<file path="src/rtl/ternary_mult_seq_pkg.sv">
// Shared trit encodings, controller states and the small trit increment
// used to fold the adder carry into the top trit.
package ternary_mult_seq_pkg;

    localparam logic [1:0] T0   = 2'b00;
    localparam logic [1:0] T1   = 2'b01;
    localparam logic [1:0] T2   = 2'b10;
    localparam logic [1:0] TINV = 2'b11;

    typedef enum logic [1:0] {
        IDLE = 2'd0,
        RUN  = 2'd1,
        DONE = 2'd2
    } stateT;

    // t + c for a trit t and a binary carry c; the datapath keeps t + c <= 2
    function automatic logic [1:0] tritAddSmall(input logic [1:0] t, input logic c);
        logic [1:0] r;
        r = t;
        if (c) begin
            case (t)
                T0:      r = T1;
                T1:      r = T2;
                default: r = T2;
            endcase
        end
        return r;
    endfunction

endpackage

</file>
<file path="src/rtl/ternary_mult_seq_cla.sv">
// N-trit unsigned ternary carry-lookahead adder: s, cOut = x + y + cIn.
module ternary_mult_seq_cla #(
    parameter int N = 4
) (
    input  logic [2*N-1:0] x,
    input  logic [2*N-1:0] y,
    input  logic           cIn,
    output logic [2*N-1:0] s,
    output logic           cOut
);

    logic [N-1:0] g;
    logic [N-1:0] p;
    logic [N:0]   c;

    // A trit pair generates a carry when it sums to 3 or 4, propagates on 2
    for (genvar i = 0; i < N; i++) begin : gTrit
        logic [2:0] pairSum;
        logic [2:0] fullSum;
        assign pairSum = {1'b0, x[2*i +: 2]} + {1'b0, y[2*i +: 2]};
        assign g[i]    = (pairSum >= 3'd3);
        assign p[i]    = (pairSum == 3'd2);
        assign fullSum = pairSum + {2'b00, c[i]};
        assign s[2*i +: 2] = (fullSum >= 3'd3) ? 2'(fullSum - 3'd3) : fullSum[1:0];
    end

    always_comb begin
        logic acc;
        acc  = cIn;
        c    = '0;
        c[0] = cIn;
        for (int i = 0; i < N; i++) begin
            acc = cIn;
            for (int j = 0; j <= i; j++) begin
                acc = g[j] | (p[j] & acc);
            end
            c[i+1] = acc;
        end
    end

    assign cOut = c[N];

endmodule

</file>
<file path="src/rtl/ternary_mult_seq.sv">
// Sequential unsigned ternary multiplier: one multiplier digit per RUN cycle,
// digit 2 taking two passes through the shared HI + A adder.
module ternary_mult_seq
    import ternary_mult_seq_pkg::*;
#(
    parameter int N = 4
) (
    input  logic           clk,
    input  logic           rst_n,
    input  logic           start,
    input  logic [2*N-1:0] a,
    input  logic [2*N-1:0] b,
    output logic           ready,
    output logic           done,
    output logic           err,
    output logic [4*N-1:0] product
);

    localparam int CW = $clog2(N + 1);
    localparam logic [CW-1:0] LAST = CW'(N - 1);

    stateT          state, nextState;
    logic [2*N-1:0] aReg, hi, lo, sum;
    logic [2*N-1:0] hiNext, loNext;
    logic [1:0]     ctop, d;
    logic [CW-1:0]  cnt;
    logic           flag, carry, errQ;
    logic           anyInv, accept, stepShift, addNow, lastStep;

    ternary_mult_seq_cla #(.N(N)) uAdder (
        .x    (hi),
        .y    (aReg),
        .cIn  (1'b0),
        .s    (sum),
        .cOut (carry)
    );

    always_comb begin
        anyInv = 1'b0;
        for (int i = 0; i < N; i++) begin
            if (a[2*i +: 2] == TINV || b[2*i +: 2] == TINV) anyInv = 1'b1;
        end
    end

    assign d         = lo[1:0];
    assign accept    = (state == IDLE) && start && !anyInv;
    // Digit 2 holds the shift on its first pass while A is added once
    assign stepShift = (d != T2) || flag;
    assign addNow    = (d != T0);
    assign lastStep  = (state == RUN) && stepShift && (cnt == LAST);

    always_comb begin
        if (addNow) begin
            hiNext = {tritAddSmall(ctop, carry), sum[2*N-1:2]};
            loNext = {sum[1:0], lo[2*N-1:2]};
        end else begin
            hiNext = {ctop, hi[2*N-1:2]};
            loNext = {hi[1:0], lo[2*N-1:2]};
        end
    end

    always_ff @(posedge clk or negedge rst_n) begin
        if (!rst_n) state <= IDLE;
        else        state <= nextState;
    end

    always_comb begin
        nextState = state;
        case (state)
            IDLE:    if (accept) nextState = RUN;
            RUN:     if (lastStep) nextState = DONE;
            DONE:    nextState = IDLE;
            default: nextState = IDLE;
        endcase
    end

    always_ff @(posedge clk or negedge rst_n) begin
        if (!rst_n) begin
            aReg    <= '0;
            hi      <= '0;
            lo      <= '0;
            ctop    <= T0;
            cnt     <= '0;
            flag    <= 1'b0;
            errQ    <= 1'b0;
            product <= '0;
        end else begin
            errQ <= (state == IDLE) && start && anyInv;
            if (accept) begin
                aReg <= a;
                lo   <= b;
                hi   <= '0;
                ctop <= T0;
                cnt  <= '0;
                flag <= 1'b0;
            end else if (state == RUN) begin
                if (stepShift) begin
                    hi   <= hiNext;
                    lo   <= loNext;
                    ctop <= T0;
                    cnt  <= cnt + 1'b1;
                    flag <= 1'b0;
                    if (lastStep) product <= {hiNext, loNext};
                end else begin
                    hi   <= sum;
                    ctop <= tritAddSmall(ctop, carry);
                    flag <= 1'b1;
                end
            end
        end
    end

    assign ready = (state == IDLE);
    assign done  = (state == DONE);
    assign err   = errQ;

endmodule

</file>
<file path="config.mk">
export PLATFORM = sky130hd
export DESIGN_NAME = ternary_mult_seq
export DESIGN_NICKNAME = d
export VERILOG_FILES = /design/src/rtl/ternary_mult_seq_pkg.sv /design/src/rtl/ternary_mult_seq_cla.sv /design/src/rtl/ternary_mult_seq.sv
export SDC_FILE = /design/constraint.sdc
export NUM_CORES = 1
export LEC_CHECK = 0
export ABC_AREA = 0
export BUFFER_PORTS_ARGS = -buffer_cell sky130_fd_sc_hd__buf_2
export CAP_MARGIN = 20
export CORE_ASPECT_RATIO = 0.6
export CORE_MARGIN = 3
export CORE_UTILIZATION = 40
export CTS_BUF_LIST = sky130_fd_sc_hd__clkbuf_8
export DETAILED_ROUTE_END_ITERATION = 8
export PLACE_DENSITY = 0.66
export SLEW_MARGIN = 10
export SYNTH_ARGS = -nofsm -noshare
export SYNTH_HDL_FRONTEND = slang
export SYNTH_SLANG_ARGS = --single-unit
export TNS_END_PERCENT = 50
</file>
<file path="constraint.sdc">
create_clock -name clk -period 9.22 [get_ports clk]
set_clock_uncertainty 0.2 [all_clocks]
set_input_delay 0.461 -clock clk [delete_from_list [all_inputs] [get_ports clk]]
set_output_delay 0.461 -clock clk [all_outputs]
set_load 0.01 [all_outputs]
</file>
==> results of run 1 <==
==> worst max-delay path: stages (launching register included) <==
cell,delay [ps]
dfrtp_1,380
ha_1,150
inv_1,40
fa_1,500
inv_1,50
ha_1,190
or3b_1,410
a211o_1,300
ha_1,180
ha_1,310
ha_1,240
or3_1,400
and3_1,170
a21oi_1,170
o221ai_1,130
==> stage by stage <==
| stage | util | std cells | hold WS (ps) | setup WS (ps) | cell area [um2] |
|---|---|---|---|---|---|
| after floorplan | - | 293 | -34.6 | 5530 | 2650 |
| after global placement | 0.463 | 403 | 257 | 5400 | 2900 |
| after detailed placement | 0.463 | 403 | 257 | 5230 | 2900 |
| after CTS | 0.477 | 411 | 84.2 | 5240 | 2990 |
| after global routing | 0.477 | 411 | 98.3 | 5130 | 2990 |
| final | 0.477 | 411 | 42.0 | 5250 | 2990 |
==> layer usage <==
metal  GRT usage  vias to the layer above
li1            -                     1083
met1       0.284                     1064
met2       0.224                       72
met3      0.0465                        4
met4      0.0297                        0
met5           0                        -
==> registers in the layout (all words and copies together), names as in the netlist <==
signal / count
hi: 8
err: 1
flag: 1
product: 16
lo: 8
ctop: 2
state: 2
aReg: 8
cnt: 3
==> cells by family (layout without fill, tap and decap cells) <==
logic type | count (synthesis) | count (layout) | share of synthesized area
AOI/OAI and AO/OA | 68 | 68 | 0.164
xor gates and xnor gates | 4 | 4 | 0.0132
adders and majority gates | 20 | 20 | 0.106
buffers and inverters | 26 | 60 | 0.0382
DFF | 49 | 49 | 0.462
muxes | 3 | 3 | 0.0118
and+or+nand+nor | 123 | 123 | 0.205
==> synth_stat cells, types with 2 or more instances <==
cell      count
nand2b_1      2
xor2_1        3
ha_1         16
o21ai_0      19
clkbuf_1     10
nor2b_1       3
o21a_1        4
o31ai_1       2
nand3_1      11
o221ai_1      3
nand2_1      70
or2_2         2
a211oi_1      3
inv_1        12
fa_1          4
or3_1         5
o31a_1        3
buf_2         3
a21oi_1      11
or3b_1        2
a31oi_1       5
o21ai_1       5
nor2_1       16
a22oi_1       4
mux2i_1       2
nor3_1        7
nand4_1       2
dfrtp_1      49
==> path summary, 6_finish.rpt <==
check	cells after the start	slack [ps]	startpoint	endpoint
setup / recovery	14	5250	hi[0]	hi[5]
hold / removal	2	40	rst_n	product[9]
setup reg to reg	14	5250	hi[0]	hi[5]
hold reg to reg	2	280	product[2]	product[2]
max in group asynchronous	2	8350	rst_n	hi[1]
min in group clk	3	170	a[4]	aReg[4]
==> area by class of cell <==
type	count	area share
multi-input combinational	218	0.442
sequential	49	0.410
timing repair buffer	39	0.0669
tap	84	0.0351
clock buffer	5	0.0230
inverter	13	0.0163
clock inverter	3	0.00710
==> layout by cell type (no fill, tap or decap), types with 2 or more instances in the layout <==
| cell type | count |
|---|---|
| nand2_1 | 70 |
| dfrtp_1 | 49 |
| buf_2 | 37 |
| o21ai_0 | 19 |
| nor2_1 | 16 |
| ha_1 | 16 |
| inv_1 | 12 |
| nand3_1 | 11 |
| a21oi_1 | 11 |
| nor3_1 | 7 |
| a31oi_1 | 5 |
| o21ai_1 | 5 |
| or3_1 | 5 |
| clkbuf_8 | 5 |
| o21a_1 | 4 |
| a22oi_1 | 4 |
| fa_1 | 4 |
| nor2b_1 | 3 |
| xor2_1 | 3 |
| a211oi_1 | 3 |
| o31a_1 | 3 |
| o221ai_1 | 3 |
| or3b_1 | 2 |
| nand2b_1 | 2 |
| nand4_1 | 2 |
| or2_2 | 2 |
| mux2i_1 | 2 |
| o31ai_1 | 2 |
| buf_4 | 2 |
==> metrics.md, run 1 <==
| Metric | Value |
|---|---|
| Status | finished, final reports clean |
| # diodes | 0 |
| DR vias | 2,223 |
| Total grt overflow | 0 |
| I/O Buffers | 37 |
| Number of synthesized flops with an enable pin | 0 |
| Gr usage total | 0.173 |
| Routed metal-1 wirelength | 3480 um |
| Vias in the first global route | between 2,000 and 2,500 |
| First-pass GRT wire length | 10,700 um |
| CTS tree | built |
| Die area | between 7000 and 8000 um2 |
| Hold buffers post-CTS | 0 |
| RSZ-0062 raised after global routing | no |
| Final Hold Viols | 0 |
| Root buf cell | clkbuf_8 |
| Syn-to-layout area delta | 12.9% |
| Setup Crit Path Kind | reg -> reg |
| Final setup vio count | 0 |
| Cell Rows | 22 |
| Cells after Synth | between 200 and 300 |
| CTS Buffer Depth | 2 |
| Syn nets | 332 |
| DRC viols | 0 |
| Clock sink count | 49 |
| Routed wire length per instance | 16.1 um |
| IO Pins | 38 |
| Initial DRC count | 197 |
| Register area | between 1000 and 1500 um2 |
| Fin crit share | 0.430 |
| Core footprint | 6280 um2 |
| Worst hold path class | in -> async |
| Yosys top cell area share | 0.462 |
| Post-CTS resize count | 0 |
| Initial antenna violation count | 0 |
| Met3 WL | 562 um |
| Synth unique cells | 43 |
| Worst slew margin | 0.281 |
| Max-Cap Viols | 0 |
| DRT Pass-1 Iters | 4 |
| Final net count | 365 |
| Postcts setup bufs | 0 |
| Post-route setup TNS | 0 ps |
| Die X | roughly 110 um |
| Synth Cell Area | ~2700 um2 |
| Htree depth | 2 |
| Seq/Total Area, Yosys | 0.462 |
| Multi-input logic area | 1320 um2 |
| Die height | 69.1 um |
| DRT Wirelength | 6610 um |
| Ys flop type | dfrtp_1 |
| Yosys reg bits | 49 |
| Dpl hpwl | 4920 um |
| FFs w/ async S/R, synth | 1.00 |
| Routability cong. | 0.883 |
| Slew Limit Fails | 0 |
| WP data required | 9180 ps |
| Crit Path Max Fanout | 4 |
| Critical Path Sink Type | flop |
| Layout fillers | 628 |
| Critical Path Source Type | flop |
| Post-Syn Area per Cell | 9.05 um2 |
| Top Layer Used | met4 |
| Worst-path clk slew | about 90 ps |
| Largest net degree at the start of global routing | 50 |
| Share of post-route cells with drive strength above 1 | 0.159 |
| Critical path arrival | 3930 ps |
| CTS buffer count | 5 |
| Worst-Skew Late Latency | 300 ps |
| Met2 wire len | roughly 2500 um |
| Starting density of the core | 0.422 |
| Dominant cell type by area after synthesis | dfrtp_1 |
| Largest cells by area after synthesis | dfrtp_1 46%, nand2_1 9.9%, ha_1 7.6%, o21ai_0 3.6%, fa_1 3.0% |
| F_max | 252 MHz |
| Least-Margin Pin Slew | 1080 ps |
| Via density | 5.41 |
| ANT nets after route | 0 |
| Synth warn | 0 |
| Fin crit period | 3970 ps |
Power of run 1 is not shown: default switching activity piles up to over one toggle a cycle in this logic, so the estimate is an artifact.
==> inputs of run 2 (changes only) <==
PLACE_DENSITY = 0.68   (was 0.66)
clock period = 3.54 ns   (was 9.22 ns; I/O delays follow)
==> run 2 against run 1 <==
Effect of this change: worst hold slack got worse by 27 ps; non-clock buffer count increased by 28; the flow now finishes with violations (negative setup slack); critical path type unchanged; register-to-register slack got worse by 5400 ps; clock-buffer cell count unchanged; cell area increased by 14%; wire length increased by 6.1%; first-iteration DRC count decreased by 12%; setup slack got worse by 5400 ps; highest routed layer unchanged; via count increased by 6.0%; sequential cell count unchanged.
==> metrics.md, run 2 (synthesis gave the netlist of run 1 again) <==
| Metric | Value |
|---|---|
| Worst slew margin | 0.301 (was 0.281) |
| Fin crit share | 1.04 (was 0.430) |
| DRC viols | 0 (unchanged) |
| First-pass GRT wire length | 11,500 um (was 10,700 um) |
| CTS Buffer Depth | 2 (unchanged) |
| Worst hold path class | in -> reg (was in -> async) |
| Post-route setup TNS | -228 ps (was 0 ps) |
| Initial DRC count | 174 (was 197) |
| CTS buffer count | 5 (unchanged) |
| Final net count | 393 (was 365) |
| Core footprint | 6280 um2 (unchanged) |
| Routed wire length per instance | 16.0 um (was 16.1 um) |
| Root buf cell | clkbuf_8 (unchanged) |
| Final Hold Viols | 0 (unchanged) |
| Max-Cap Viols | 0 (unchanged) |
| Worst Setup Slack, final | -143 ps (was 5250 ps) |
| Share of post-route cells with drive strength above 1 | 0.237 (was 0.159) |
| Critical Path Source Type | flop (unchanged) |
| Vias in the first global route | 2,271 (was 2,045) |
| I/O Buffers | 37 (unchanged) |
| Via density | 5.37 (was 5.41) |
| Fin crit period | 3680 ps (was 3970 ps) |
| Worst slack, placed | -318 ps (was 5230 ps) |
| Most frequent cells in the layout | 70 x nand2_1, 49 x dfrtp_1, 37 x buf_2 (unchanged) |
| Worst-path clk slew | 90 ps (about the same) |
| Status | finished, violations left (was finished, final reports clean) |
| Biggest register | product (unchanged) |
| Clock sink count | 49 (unchanged) |
| IO Pins | 38 (unchanged) |
| Max reg flops | 16 (unchanged) |
| Die X | 111 um (unchanged) |
| DR vias | 2,357 (was 2,223) |
| WP data required | 3510 ps (was 9180 ps) |
| Setup Crit Path Kind | reg -> reg (unchanged) |
| Slew Limit Fails | 0 (unchanged) |
| Critical Path Sink Type | flop (unchanged) |
| Dpl hpwl | 5000 um (was 4920 um) |
| Core Util, Final | 0.543 (was 0.477) |
| Initial antenna violation count | 0 (unchanged) |
| RSZ-0062 raised after global routing | yes (was no) |
| Worst Hold Margin | 15.4 ps (was 42.0 ps) |
| Total grt overflow | 0 (unchanged) |
| Final setup vio count | 2 (was 0) |
| Critical path arrival | 3660 ps (was 3930 ps) |
| CTS tree | built (unchanged) |
| Starting density of the core | 0.422 (unchanged) |
| F_max | 272 MHz (was 252 MHz) |
| Cell Rows | 22 (unchanged) |
| DRT Wirelength | 7020 um (was 6610 um) |
| Die area | 7670 um2 (unchanged) |
| Htree depth | 2 (unchanged) |
| Least-Margin Pin Slew | 1040 ps (was 1080 ps) |
| Failing checks | negative setup slack |
| Crit Path Max Fanout | 4 (unchanged) |
| Die height | 69.1 um (unchanged) |
| Leading cell type in the layout, fill and taps excluded | nand2_1 (unchanged) |
| Largest net degree at the start of global routing | 32 (was 50) |
| # diodes | 0 (unchanged) |
| Worst-Skew Late Latency | 310 ps (was 300 ps) |
| Syn-to-layout area delta | 28.5% (was 12.9%) |
| DRT Pass-1 Iters | 4 (unchanged) |
| ANT nets after route | 0 (unchanged) |
| Routability cong. | 0.874 (was 0.883) |
| Gr usage total | 0.187 (was 0.173) |
[run 2: changes by cell type in the layout (fill, tap and decap cells not counted), moves of 2 or more]
cell / previous run / this run
ha_4: 0 / 4
dlygate4sd3_1: 0 / 17
a21oi_1: 11 / 8
a21oi_2: 0 / 2
o21ai_0: 19 / 13
buf_4: 2 / 12
o21ai_1: 5 / 9
ha_1: 16 / 8
o21ai_2: 0 / 2
ha_2: 0 / 4
[run 2: critical path, cell delays in order (launching register included)]
cell      delay [ps]
dfrtp_1          360
ha_2             170
inv_2             30
fa_1             490
inv_1             50
ha_2             170
or3b_4           390
a211o_1          300
ha_2             200
ha_4             230
ha_4             170
or3_4            390
and3_4           170
a21oi_4          110
o221ai_1         120
[run 2: cell type report]
class	count	area, um2
clock buffers	5	68.8
flip-flops and latches	49	1230
repair buffers	67	457
multi-input cells	218	1450
inverters	13	48.8
fillers	575	2870
clock inverters	3	46.3
well taps	84	105
[run 2: final timing paths]
path | from | endpoint | slack (ps) | cells after the start
max in group asynchronous | rst_n | hi[0] | 2190 | 3
max reg2reg | aReg[0] | hi[5] | -140 | 14
max | aReg[0] | hi[5] | -140 | 14
min | b[6] | lo[6] | 20 | 3
min reg2reg | product[1] | product[1] | 270 | 2
min in group asynchronous | rst_n | product[9] | 190 | 2
[run 2: repair_timing]
action / 4_1_cts / 5_1_grt
resized for setup: 10 / 14
endpoints found under the setup margin: 10 / 11
endpoints found under the hold margin: 40 / 0
hold buffers: 17 / 0
pin swaps: 10 / 8
setup buffers: 3 / 1
[run 2: routing by layer]
| layer | vias to the layer above | track usage | routed length, um |
|---|---|---|---|
| met5 | - | 0 | 0 |
| met4 | 0 | 0.0405 | 70 |
| met3 | 10 | 0.0509 | 463 |
| met2 | 81 | 0.261 | 2830 |
| met1 | 1127 | 0.287 | 3650 |
| li1 | 1139 | - | - |
[run 2: per-stage QoR]
step / area, um2 / cells
4_1_cts: 3340 / 438
5_1_grt: 3410 / 439
6_report: 3410 / 439
3_3_place_gp: 2990 / 410
2_1_floorplan: 2690 / 293
3_5_place_dp: 2990 / 410
Power of run 2 is left out for the same reason.
==> inputs of run 3 (changes only) <==
ABC_AREA = 1   (was 0)
==> run 3 against run 2 <==
Effect of this change: the flow now finishes without violations; synthesized cell count rose by 12%; cell area fell by 2.5%; sequential cell count unchanged; sequential share of layout area increased by 0.91 points; setup slack gained 310 ps; worst hold slack better by 160 ps.
==> metrics.md, run 3 <==
| Metric | Value |
|---|---|
| FFs w/ async S/R, synth | 1.00 (unchanged) |
| RSZ-0062 raised after global routing | yes (unchanged) |
| Worst Setup Slack, final | 167 ps (was -143 ps) |
| Core footprint | 6300 um2 (was 6280 um2) |
| Root buf cell | clkbuf_8 (unchanged) |
| Via density | 4.89 (was 5.37) |
| DRT Pass-1 Iters | 5 (was 4) |
| R2R cell count | 20 (was 14) |
| I/O Buffers | 37 (unchanged) |
| Biggest register | product (unchanged) |
| Post-Syn Area per Cell | 8.22 um2 (was 9.05 um2) |
| # diodes | 0 (unchanged) |
| ANT nets after route | 0 (unchanged) |
| Crit path from | hi[0] (was aReg[0]) |
| Reg2reg setup slack | 170 ps (was -140 ps) |
| DRC viols | 0 (unchanged) |
| FF-to-FF End | hi[5] (unchanged) |
| DR vias | 2,298 (was 2,357) |
| Initial DRC count | 95 (was 174) |
| Simple-Gate Fraction of Synth Area | 0.231 (was 0.205) |
| Top-count cell post-synth | nand2_1 (unchanged) |
| Initial antenna violation count | 0 (unchanged) |
| Die area | 7790 um2 (was 7670 um2) |
| CP max stage cell | fa_1 (unchanged) |
| Setup Crit Path Kind | reg -> reg (unchanged) |
| Compound-Gate Fraction of Synth Area | 0.109 (was 0.164) |
| Number of synthesized flops with an enable pin | 0 (unchanged) |
| Postcts setup bufs | 0 (was 3) |
| Most frequent cells in the layout | 100 x nand2_1, 49 x dfrtp_1, 37 x inv_1, 37 x buf_2, 18 x dlygate4sd3_1 (was 70 x nand2_1, 49 x dfrtp_1, 37 x buf_2) |
| CTS Buffer Depth | 2 (unchanged) |
| Final Hold Viols | 0 (unchanged) |
| Largest net degree at the start of global routing | 34 (was 32) |
| Least-Margin Pin Slew | 535 ps (was 1040 ps) |
| Crit path cell chain | ha_2 > inv_1 > fa_1 > inv_1 > ha_1 > inv_1 > nand3_1 > nand2_2 > nand3_2 > and2_1 > ha_2 > ha_4 > ha_2 > a21oi_2 > nand2_2 > nand2_1 > o21ai_1 > o21ai_1 > nand2_1 > o211ai_1 (was ha_2 > inv_2 > fa_1 > inv_1 > ha_2 > or3b_4 > a211o_1 > ha_2 > ha_4 > ha_4 > or3_4 > and3_4 > a21oi_4 > o221ai_1) |
| Max-Cap Viols | 0 (unchanged) |
| Dpl hpwl | 4780 um (was 5000 um) |
| Gr usage total | 0.172 (was 0.187) |
| WP data required | 3570 ps (was 3510 ps) |
| Die height | 69.6 um (was 69.1 um) |
| Routability cong. | 0.843 (was 0.874) |
| Worst-path clk slew | 100 ps (was 90 ps) |
| Crit Path Max Fanout | 3 (was 4) |
| Starting density of the core | 0.428 (was 0.422) |
| Cells after Synth | 328 (was 293) |
| Htree depth | 2 (unchanged) |
| RR Startpoint | hi[0] (was aReg[0]) |
| Worst-Skew Late Latency | 310 ps (about the same) |
| Total grt overflow | 0 (unchanged) |
| Largest family of logic cells by synthesized area | simple AND/OR/NAND/NOR gates (unchanged) |
| F_max | 296 MHz (was 272 MHz) |
| Max reg flops | 16 (unchanged) |
| Yosys reg bits | 49 (unchanged) |
| Ys flop type | dfrtp_1 (unchanged) |
| Final net count | 424 (was 393) |
| First-pass GRT wire length | 10,700 um (was 11,500 um) |
| Clock sink count | 49 (unchanged) |
| Dominant cell type by area after synthesis | dfrtp_1 (unchanged) |
| Xor and xnor area share after synthesis | 0.0227 (was 0.0132) |
| Worst slew margin | 0.643 (was 0.301) |
| Seq/Total Area, Yosys | 0.455 (was 0.462) |
| Critical Path Sink Type | flop (unchanged) |
| Synth Cell Area | 2700 um2 (was 2650 um2) |
| Status | finished, final reports clean (was finished, violations left) |
| Final setup vio count | 0 (was 2) |
| Critical path arrival | 3400 ps (was 3660 ps) |
| Slew Limit Fails | 0 (unchanged) |
| Layout fillers | 600 (was 575) |
| CTS buffer count | 5 (unchanged) |
| Routed wire length per instance | 14.1 um (was 16.0 um) |
| Synth unique cells | 30 (was 43) |
| Leading cell type in the layout, fill and taps excluded | nand2_1 (unchanged) |
| Crit-path max cell delay | 490 ps (about the same) |
| Synth cell count leaders | 103 x nand2_1, 49 x dfrtp_1, 37 x inv_1, 26 x o21ai_0, 16 x ha_1 (was 70 x nand2_1, 49 x dfrtp_1, 19 x o21ai_0, 16 x ha_1, 16 x nor2_1) |
| Worst hold path class | in -> async (was in -> reg) |
| Largest cells by area after synthesis | dfrtp_1 45%, nand2_1 14%, ha_1 7.4%, inv_1 5.2%, o21ai_0 4.8% (was dfrtp_1 46%, nand2_1 9.9%, ha_1 7.6%, o21ai_0 3.6%, fa_1 3.0%) |
| IO Pins | 38 (unchanged) |
| Synth Area in Adders | 0.104 (was 0.106) |
| Share of post-route cells with drive strength above 1 | 0.197 (was 0.237) |
| Fin crit share | 0.953 (was 1.04) |
| Cell Rows | 22 (unchanged) |
| Worst Hold Margin | 174 ps (was 15.4 ps) |
| Die X | 112 um (was 111 um) |
| Worst slack, placed | 30.3 ps (was -318 ps) |
| Yosys top cell area share | 0.455 (was 0.462) |
| Syn-to-layout area delta | 23.3% (was 28.5%) |
| Mux cell area share after synthesis | 0 (was 0.0118) |
| DRT Wirelength | 6600 um (was 7020 um) |
| Fin crit period | 3370 ps (was 3680 ps) |
| CTS tree | built (unchanged) |
| Vias in the first global route | 2,165 (was 2,271) |
| Synth warn | 0 (unchanged) |
| Syn nets | 367 (was 332) |
| Critical Path Source Type | flop (unchanged) |
[run 3: cell count changes in the layout (fill, tap and decap cells not counted), sizes merged, moves of 4 or more]
cell | before | now
a211oi | 4 | 0
a22oi | 4 | 0
a31oi | 5 | 0
buf | 50 | 40
inv | 12 | 43
nand2 | 70 | 106
nand3 | 11 | 16
nor3 | 7 | 2
o21a | 4 | 0
o21ai | 24 | 34
o22ai | 1 | 6
or3 | 5 | 0
xnor2 | 1 | 5
[run 3: cells by family after synthesis]
logic type / after synthesis
DFF: 49
buffers and inverters: 51
xor gates and xnor gates: 7
adders and majority gates: 20
AOI/OAI and AO/OA: 55
and+or+nand+nor: 146
[run 3: cell type report]
class / instances / area, um2 / share of cell area
Clock buffer: 5 / 68.8 / 0.0207
Clock inverter: 3 / 46.3 / 0.0139
Inverter: 43 / 161 / 0.0486
Multi-Input combinational cell: 228 / 1330 / 0.399
Sequential cell: 49 / 1230 / 0.369
Tap cell: 84 / 105 / 0.0316
Timing Repair Buffer: 58 / 388 / 0.117
[run 3: what timing repair did]
item / 4_1_cts / 5_1_grt
hold buffers: 18 / 0
gates resized for setup: 1 / 22
hold endpoints to repair: 39 / 0
pin swaps: 0 / 6
gates cloned: 0 / 0
endpoints found under the setup margin: 1 / 14
[run 3: how the worst max path moves through the flow]
stage          endpoint  slack (ps)
3_3_place_gp      hi[1]         160
6_report          hi[5]         170
3_5_place_dp      hi[5]          30
2_1_floorplan     hi[5]         350
4_1_cts           hi[5]          70
5_1_grt           hi[5]         -40
[run 3: metal layers]
| metal | share of wire | up-vias | routed length (um) | GRT usage |
|---|---|---|---|---|
| li1 | - | 1160 | - | - |
| met2 | 0.40 | 71 | 2670 | 0.238 |
| met1 | 0.51 | 1062 | 3370 | 0.275 |
| met4 | 0.0053 | 0 | 35 | 0.0320 |
| met5 | 0 | - | 0 | 0 |
| met3 | 0.079 | 5 | 522 | 0.0384 |
[run 3: metrics by stage]
stage | cells | setup TNS (ps) | utilization | cell area [um2]
floorplan | 328 | 0 | - | 2700
detailed placement | 444 | 0 | 0.469 | 2960
finish | 470 | 0 | 0.527 | 3320
global route | 470 | -92.0 | 0.527 | 3320
global placement | 444 | 0 | 0.469 | 2960
CTS | 470 | 0 | 0.516 | 3250
[run 3: worst max-delay path: cells and delay by family (launching register included)]
family          cells  cell delay [ps]
flops               1              390
fa+ha+maj           6             1430
simple gates        7              640
compound gates      4              490
buf+inv             3              150
Power of run 3 is left out for the same reason.
